--- src/rtl/sram_chk_dly.sv ---
// Valid+data delay line of LAT stages; only the valid bits are reset so that
// a reset drops in-flight entries while the data stages stay plain registers.
module sram_chk_dly #(
   parameter int W   = 8,
   parameter int LAT = 1
) (
   input  logic         clock,
   input  logic         reset,
   input  logic         vld_i,
   input  logic [W-1:0] dat_i,
   output logic         vld_o,
   output logic [W-1:0] dat_o
);

   logic [LAT-1:0] vld_q;
   logic [W-1:0]   dat_q [LAT];

   always_ff @(posedge clock or posedge reset) begin
      if (reset) begin
         vld_q <= '0;
      end else begin
         vld_q[0] <= vld_i;
         for (int i = 1; i < LAT; i++) vld_q[i] <= vld_q[i-1];
      end
   end

   always_ff @(posedge clock) begin
      dat_q[0] <= dat_i;
      for (int i = 1; i < LAT; i++) dat_q[i] <= dat_q[i-1];
   end

   assign vld_o = vld_q[LAT-1];
   assign dat_o = dat_q[LAT-1];

endmodule

--- config.mk ---
export PLATFORM = sky130hd
export DESIGN_NAME = sram_chk_dly
export DESIGN_NICKNAME = d
export VERILOG_FILES = /design/src/rtl/sram_chk_dly.sv
export SDC_FILE = /design/constraint.sdc
export NUM_CORES = 1
export LEC_CHECK = 0
export BUFFER_PORTS_ARGS = -buffer_cell sky130_fd_sc_hd__buf_4
export CAP_MARGIN = 15
export CORE_AREA = 4 4 41 43
export DETAILED_ROUTE_END_ITERATION = 10
export DIE_AREA = 0 0 45 47
export GPL_TIMING_DRIVEN = 0
export PLACE_DENSITY = 0.41
export REMOVE_ABC_BUFFERS = 1
export SLEW_MARGIN = 20
export SYNTH_ARGS = -nofsm -noshare
export SYNTH_HDL_FRONTEND = slang
export SYNTH_SLANG_ARGS = --single-unit
--- constraint.sdc ---
create_clock -name clock -period 1.7 [get_ports clock]
set_clock_uncertainty 0.15 [all_clocks]
set_input_delay 0.34 -clock clock [delete_from_list [all_inputs] [get_ports clock]]
set_output_delay 0.34 -clock clock [all_outputs]
set_load 0.01 [all_outputs]
==> reports/qor.yml, run 1 <==
grt_first_pass_wirelength_um: 738
vdd_ir_drop_max_mv: 0.406
sequentialPowerShare_pct: 53.0
p_clk_share_pct: 37.1
cp-end-kind: "output port"
ys_warn_count: 0
period_needed_ns: 1.24
multi_input_area_um2: 0
core_area_um2: 1300
die_h_um: 47
slowest_delay_ns: 0.36
drtPass1Iterations: 1
cts_made_buffers: 3
cp-start-kind: "flop"
overflow: 0
ant_nets: 0
syn_area_um2: 189
antennaDiodeCount: 0
max_freq_mhz: 809
io_buffers: 19
cp.required_ns: 1.21
p_sw_share_pct: 19.6
cp-startpoint: "vld_o"
syn_area_per_cell_um2: 18.9
outcome: "completed"
root_buffer: "clkbuf_4"
grt_usage_pct: 6.11
switching_power_uw: 83.3
timing.final.crit_share_pct: 72.7
worstHoldPathType: "in -> reg"
path_max_fanout: 1
hold_viol: 0
nMultiInputCombCells: 0
path_buf_inv: 1
min-delay-start: "dat_i[2]"
cts_tree: "done"
total_leakage_power_uw: 0.000195
slew_headroom_pct: 96.2
die_w_um: 45
postRouteWirelength_um: 491
syn_inst: 10
worst_slew_pin_slew_ns: 0.0563
nets: 46
path_delay_family: "flip-flops"
synth-seq-area-share_pct: 98.0
io_pins: 20
maxSlewViolCount: 0
grt_max_degree: 6
setup_viol: 0
crit_path_cell_trace: "buf_4"
cp.arrival_ns: 0.75
slowest_stage: "dfrtp_1"
vias: 155
cts_buffer_depth: 2
postCtsSetupBuffers: 0
dp_hpwl_um: 406
drv_cap: 0
power.internal_uw: 342
rsz0062_at_grt: "false"
p_comb_share_pct: 9.9
setup-tns-final_ns: 0
start_util_pct: 14.5
dieArea_um2: 2120
critPathKind: "reg -> out"
gp_congestion: 0.585
synthToLayoutAreaGrowth_pct: 105
fin_util_pct: 29.7
clkSinkCount: 9
htreeDepth: 1
synth_cell_types: 3
antenna_found_initial: 0
drt_iter0_markers: 0
clkTransAtPathRegs_ns: 0.06
p_per_area_nw_per_um2: 1100
wire_per_inst_um: 10.0
drive_gt1_share_pct: 64.7
grt_pass1_vias: 172
synth-seq-cells: 9
rows: 13
drc: 0
via_per_inst: 3.16
## synth_stat cells
cell	count	share of area [%]
dfxtp_1	8	85
dfrtp_1	1	13
inv_1	1	2.0
## final timing paths
| kind | cells after the start | slack, ns | endpoint |
|---|---|---|---|
| worst max-delay path | 1 | 0.46 | vld_o |
| max in group asynchronous | 3 | 0.99 | vld_o |
| min in group asynchronous | 3 | 0.32 | vld_o |
| worst min-delay path | 1 | 0.04 | dat_q[0][2] |
## metal layers
layer  up-vias  routed length [um]  global-route usage [%]
li1         76                   -                       -
met1        68                 145                    4.14
met2         9                 270                    8.19
met3         2                  56                    3.45
met4         0                  19                    12.3
met5         -                   0                       0
## what timing repair did
| item | in CTS | in global routing |
|---|---|---|
| endpoints found under the setup margin | 0 | 0 |
| gates resized for setup | 0 | 0 |
| hold buffers | 1 | 0 |
| hold endpoints to repair | 1 | 0 |
## cells in the final DEF, fill, tap and decap left out, drive strengths merged
cell         Yosys  final
dfrtp            1      1
dlygate4sd3      0      1
inv              1      1
dfxtp            8      8
clkbuf           0      4
buf              0     19
## layout make-up
class                   count  area, um2
well taps                  15       18.8
repair buffers             20        153
clock buffers               4       26.3
flip-flops and latches      9        185
fillers                   149        915
inverters                   1       3.75
## cell families after synthesis
group,share of synthesized area (%)
flops,98.0
buf+inv,1.98
## stage by stage
stage | total power [uW] | std cells | hold slack, ns | cell area, um2 | setup slack, ns
5_1_grt | 451 | 49 | 0.0163 | 387 | 0.423
3_5_place_dp | 271 | 44 | 0.0411 | 350 | 0.735
2_1_floorplan | 237 | 10 | -0.0813 | 189 | 0.834
4_1_cts | 438 | 49 | 0.0205 | 387 | 0.445
3_3_place_gp | 271 | 44 | 0.0337 | 350 | 0.734
6_report | 425 | 49 | 0.0352 | 387 | 0.464
## sequential cells by signal (all words and copies together), names as in the netlist
signal,cells
dat_q,8
vld_o,1
## power groups by stage
stage / Combinational, uW / Sequential [uW] / Clock (uW)
3_5_place_dp: 41.1 / 230 / 0
2_1_floorplan: 0.541 / 236 / 0
5_1_grt: 44.8 / 227 / 179
3_3_place_gp: 40.6 / 230 / 0
6_report: 41.9 / 225 / 158
4_1_cts: 43.0 / 226 / 169
Note: power is estimated with default switching activity, not from simulation.
==> run 2: changes to the inputs <==
- ABC_AREA: not set -> 1
- clock period: 1.7 -> 1.21 ns (I/O delays scaled with it)
==> run 2 against run 1 <==
Compared with the run above:
- via count rose by 18%
- wire length grew 11%
- cell count increased by 18%
- count of clock-buffer cells in the layout is the same
- worst setup slack worse by 0.39 ns
- worst hold slack improved by 0.20 ns
- sequential cell count unchanged
- power up 46%
- sequential power is 41% higher
- core utilization increased by 6.9 points
- critical path type unchanged
==> reports/qor.yml, run 2 (synthesis gave the netlist of run 1 again) <==
outcome: "completed"
cp.arrival_ns: 0.75  # about the same
period_needed_ns: 1.14
drive_gt1_share_pct: 51.2  # -14 points
cts_hold_buf: 10  # +9
path_buf_inv: 1  # unchanged
timing.final.crit_share_pct: 94.2
nMultiInputCombCells: 0  # unchanged
cp-end-kind: "output port"
start_util_pct: 14.5  # unchanged
p_comb_share_pct: 13.2  # +3.3 points
p_clk_share_pct: 35.9  # -1.2 points
multi_input_area_um2: 0  # unchanged
worst_slew_pin_slew_ns: 0.0713  # +0.0150 ns
grt_first_pass_wirelength_um: 807  # +9.3%
cts_tree: "done"
crit_end: "vld_o"
slowest_delay_ns: 0.36  # about the same
layout_common_cells: "buf_4, dlygate4sd3_1, dfxtp_1, clkbuf_4"
grt_pass1_vias: 196  # +14%
fin_area_um2: 477  # +23%
total_leakage_power_uw: 0.000233  # +19%
worstHoldPathType: "in -> async"
dp_hpwl_um: 406  # unchanged
drtPass1Iterations: 1  # unchanged
maxSlewViolCount: 0  # unchanged
drc: 0  # unchanged
slowest_stage: "dfrtp_1"
wire_per_inst_um: 9.40  # -6.2%
power.internal_uw: 499  # +46%
regMostFlops: "dat_q"
setup_viol: 0  # unchanged
clkSinkCount: 9  # unchanged
root_buffer: "clkbuf_4"
ant_nets: 0  # unchanged
n_fill_cell: 143  # -4.0%
setup-tns-final_ns: 0  # unchanged
hold_viol: 0  # unchanged
p_per_area_nw_per_um2: 1310  # +19%
cts_made_buffers: 3  # unchanged
critPathKind: "reg -> out"
core_area_um2: 1300  # unchanged
switching_power_uw: 123  # +48%
drv_cap: 0  # unchanged
place_area_um2: 350  # unchanged
htreeDepth: 1  # unchanged
sequentialPowerShare_pct: 50.9  # -2.1 points
crit_path_cell_trace: "buf_4"
die_w_um: 45  # unchanged
dp.cells: 44  # unchanged
via_per_inst: 3.16  # -0.26%
drt_iter0_markers: 0  # unchanged
vias: 183  # +18%
final_common_cell: "buf_4"
cp-startpoint: "vld_o"
rows: 13  # unchanged
antenna_found_initial: 0  # unchanged
io_pins: 20  # unchanged
fin_util_pct: 36.6  # +6.9 points
slew_headroom_pct: 95.2  # -1.0 points
rsz0062_at_grt: "false"
layout.cells.non_filler: 58  # +18%
antennaDiodeCount: 0  # unchanged
grt_max_degree: 6  # unchanged
overflow: 0  # unchanged
vdd_ir_drop_max_mv: 0.576  # +42%
clkTransAtPathRegs_ns: 0.06  # about the same
dieArea_um2: 2120  # unchanged
grt_usage_pct: 6.66  # +0.56 points
path_delay_family: "flip-flops"
p_sw_share_pct: 19.8  # +0.22 points
cp.required_ns: 0.82  # -0.39 ns
cp-start-kind: "flop"
cts-resized-gates: 0  # unchanged
cts_buffer_depth: 2  # unchanged
die_h_um: 47  # unchanged
io_buffers: 19  # unchanged
nets: 55  # +20%
largest_reg_flops: 8  # unchanged
postRouteWirelength_um: 545  # +11%
gp_congestion: 0.585  # unchanged
path_max_fanout: 1  # unchanged
max_freq_mhz: 878
postCtsSetupBuffers: 0  # unchanged
synthToLayoutAreaGrowth_pct: 152
crit_cells: 1  # unchanged
==> run 2: changes by cell type in the layout (fill, tap and decap cells not counted) <==
| cell | before | now |
|---|---|---|
| dlygate4sd3_1 | 1 | 10 |
==> run 2: final cells by class <==
type | instances | area, um2 | area share, %
Clock buffer | 4 | 26.3 | 5.51
Inverter | 1 | 3.75 | 0.787
Sequential cell | 9 | 185 | 38.8
Tap cell | 15 | 18.8 | 3.94
Timing Repair Buffer | 29 | 243 | 50.9
==> run 2: power groups by stage <==
stage / clock network (uW) / registers, uW / logic (uW)
after floorplan: 0 / 332 / 0.760
after global placement: 0 / 323 / 57.0
after detailed placement: 0 / 324 / 57.7
after CTS: 237 / 317 / 83.6
after global routing: 252 / 318 / 88.1
final: 223 / 317 / 82.4
==> run 2: worst min-delay path by stage <==
stage | start | endpoint | slack [ns] | cells after the start
floorplan | reset | vld_o | -0.18 | 1
global placement | reset | vld_o | -0.06 | 2
detailed placement | reset | vld_o | -0.06 | 2
CTS | reset | vld_o | 0.21 | 3
global route | reset | vld_o | 0.23 | 3
finish | reset | vld_o | 0.23 | 3
==> run 2: routing by layer <==
| layer | routed length (um) | track usage, % | share of wire, % | vias to the layer above |
|---|---|---|---|---|
| li1 | - | - | - | 94 |
| met1 | 173 | 5.06 | 32 | 78 |
| met2 | 314 | 9.89 | 58 | 9 |
| met3 | 37 | 2.30 | 6.8 | 2 |
| met4 | 19 | 12.3 | 3.5 | 0 |
| met5 | 0 | 0 | 0 | - |
==> run 2: stage by stage <==
step	setup slack, ns	total power (uW)	hold WS [ns]
3_5_place_dp	0.343	381	-0.0569
2_1_floorplan	0.442	333	-0.179
3_3_place_gp	0.342	380	-0.0643
6_report	0.0707	622	0.231
4_1_cts	0.0529	638	0.214
5_1_grt	0.0309	658	0.232
==> run 3: changes to the inputs <==
- BUFFER_PORTS_ARGS: -buffer_cell sky130_fd_sc_hd__buf_4 -> not set
- DONT_BUFFER_PORTS: not set -> 1
- PLACE_DENSITY: 0.41 -> 0.3
- clock period: 1.21 -> 1.25 ns (I/O delays scaled with it)
==> run 3 against run 2 <==
Compared with the run above:
- die area unchanged
- sequential cell count unchanged
- critical endpoint unchanged
- power down 12%
==> reports/qor.yml, run 3 (synthesis gave the netlist of run 1 again) <==
die_h_um: 47  # unchanged
setup-tns-final_ns: 0  # unchanged
start_util_pct: 14.5  # unchanged
dieArea_um2: 2120  # unchanged
wire_per_inst_um: 8.95  # -4.8%
period_needed_ns: 1.05
p_sw_share_pct: 18.9  # -0.89 points
cp-end-kind: "output port"
cp-start-kind: "flop"
sequentialPowerShare_pct: 57.5  # +6.6 points
io_pins: 20  # unchanged
outcome: "completed"
pre_cts_slack_ns: 0.469  # +0.125 ns
setup_viol: 0  # unchanged
rows: 13  # unchanged
worstHoldPathType: "in -> async"
grt_usage_pct: 3.80  # -2.9 points
multi_input_area_um2: 0  # unchanged
slew_headroom_pct: 91.8  # -3.4 points
cp.arrival_ns: 0.65  # -0.10 ns
critPathKind: "reg -> out"
path_max_fanout: 1  # unchanged
vias: 124  # -32%
gp_congestion: 0.521  # -11%
vdd_ir_drop_max_mv: 0.783  # +36%
postRouteWirelength_um: 349  # -36%
io_buffers: 0  # -19
fin_total_pwr_uw: 550  # -12%
layout_common_cells: "dlygate4sd3_1, dfxtp_1, clkbuf_4"
rsz0062_at_grt: "false"
core_area_um2: 1300  # unchanged
overflow: 0  # unchanged
worst_slew_pin_slew_ns: 0.123  # +0.0514 ns
die_w_um: 45  # unchanged
ant_nets: 0  # unchanged
drc: 0  # unchanged
largest_reg_flops: 8  # unchanged
hold_viol: 0  # unchanged
crit_cells: 0  # -1
cts_made_buffers: 3  # unchanged
place_area_um2: 208  # -41%
clkTransAtPathRegs_ns: 0.05  # about the same
htreeDepth: 1  # unchanged
switching_power_uw: 104  # -16%
drive_gt1_share_pct: 12.5  # -39 points
p_per_area_nw_per_um2: 1650  # +26%
antenna_found_initial: 0  # unchanged
root_buffer: "clkbuf_4"
via_per_inst: 3.18  # +0.77%
cts-resized-gates: 0  # unchanged
max_freq_mhz: 955
regMostFlops: "dat_q"
maxSlewViolCount: 0  # unchanged
cts_tree: "done"
antennaDiodeCount: 0  # unchanged
final_common_cell: "dlygate4sd3_1"
power.internal_uw: 446  # -11%
fin_area_um2: 334  # -30%
grt_max_degree: 6  # unchanged
grt_first_pass_wirelength_um: 483  # -40%
drv_cap: 0  # unchanged
nMultiInputCombCells: 0  # unchanged
p_comb_share_pct: 4.5  # -8.7 points
synthToLayoutAreaGrowth_pct: 76.8
worst_slack_ns: 0.202  # +0.132 ns
timing.final.crit_share_pct: 83.8
grt_pass1_vias: 142  # -28%
cp.required_ns: 0.85  # +0.03 ns
cts_hold_buf: 10  # unchanged
drtPass1Iterations: 1  # unchanged
clkSinkCount: 9  # unchanged
drt_iter0_markers: 0  # unchanged
total_leakage_power_uw: 0.000141  # -39%
postCtsSetupBuffers: 0  # unchanged
p_clk_share_pct: 38.0  # +2.1 points
nets: 36  # -35%
cts_buffer_depth: 2  # unchanged
-- run 3: cell count changes in the layout (fill, tap and decap cells not counted) --
cell,previous run,this run
buf_4,19,0
-- run 3: final cells by class --
class	instances	area [um2]
Sequential cell	9	185
Fill cell	141	967
Clock buffer	4	26.3
Timing Repair Buffer	10	100
Inverter	1	3.75
Tap cell	15	18.8
-- run 3: worst max-delay path by stage --
| stage | start | endpoint | slack (ns) |
|---|---|---|---|
| after floorplan | vld_o | vld_o | 0.47 |
| after global placement | vld_o | vld_o | 0.47 |
| after detailed placement | vld_o | vld_o | 0.47 |
| after CTS | vld_o | vld_o | 0.19 |
| after global routing | vld_o | vld_o | 0.18 |
| final | vld_o | vld_o | 0.20 |
-- run 3: metal layers --
layer  global-route usage, %  vias up  share of wire [%]
met2                    5.37       15                 34
li1                        -       56                  -
met3                    8.43        0                 36
met1                    1.60       53                 30
met4                       0        0                  0
met5                       0        -                  0
-- run 3: metrics by stage --
| stage | utilization [%] | std cells | hold WS (ns) |
|---|---|---|---|
| after floorplan | - | 10 | -0.171 |
| after global placement | 16.0 | 25 | -0.170 |
| after detailed placement | 16.0 | 25 | -0.168 |
| after CTS | 25.7 | 39 | 0.108 |
| after global routing | 25.7 | 39 | 0.124 |
| final | 25.7 | 39 | 0.125 |
-- run 3: power by group through the flow --
stage	clock network (uW)	logic, uW	registers, uW
finish	209	24.6	317
global route	237	27.0	319
CTS	223	24.9	317
detailed placement	0	0.822	323
global placement	0	0.773	324
floorplan	0	0.736	321
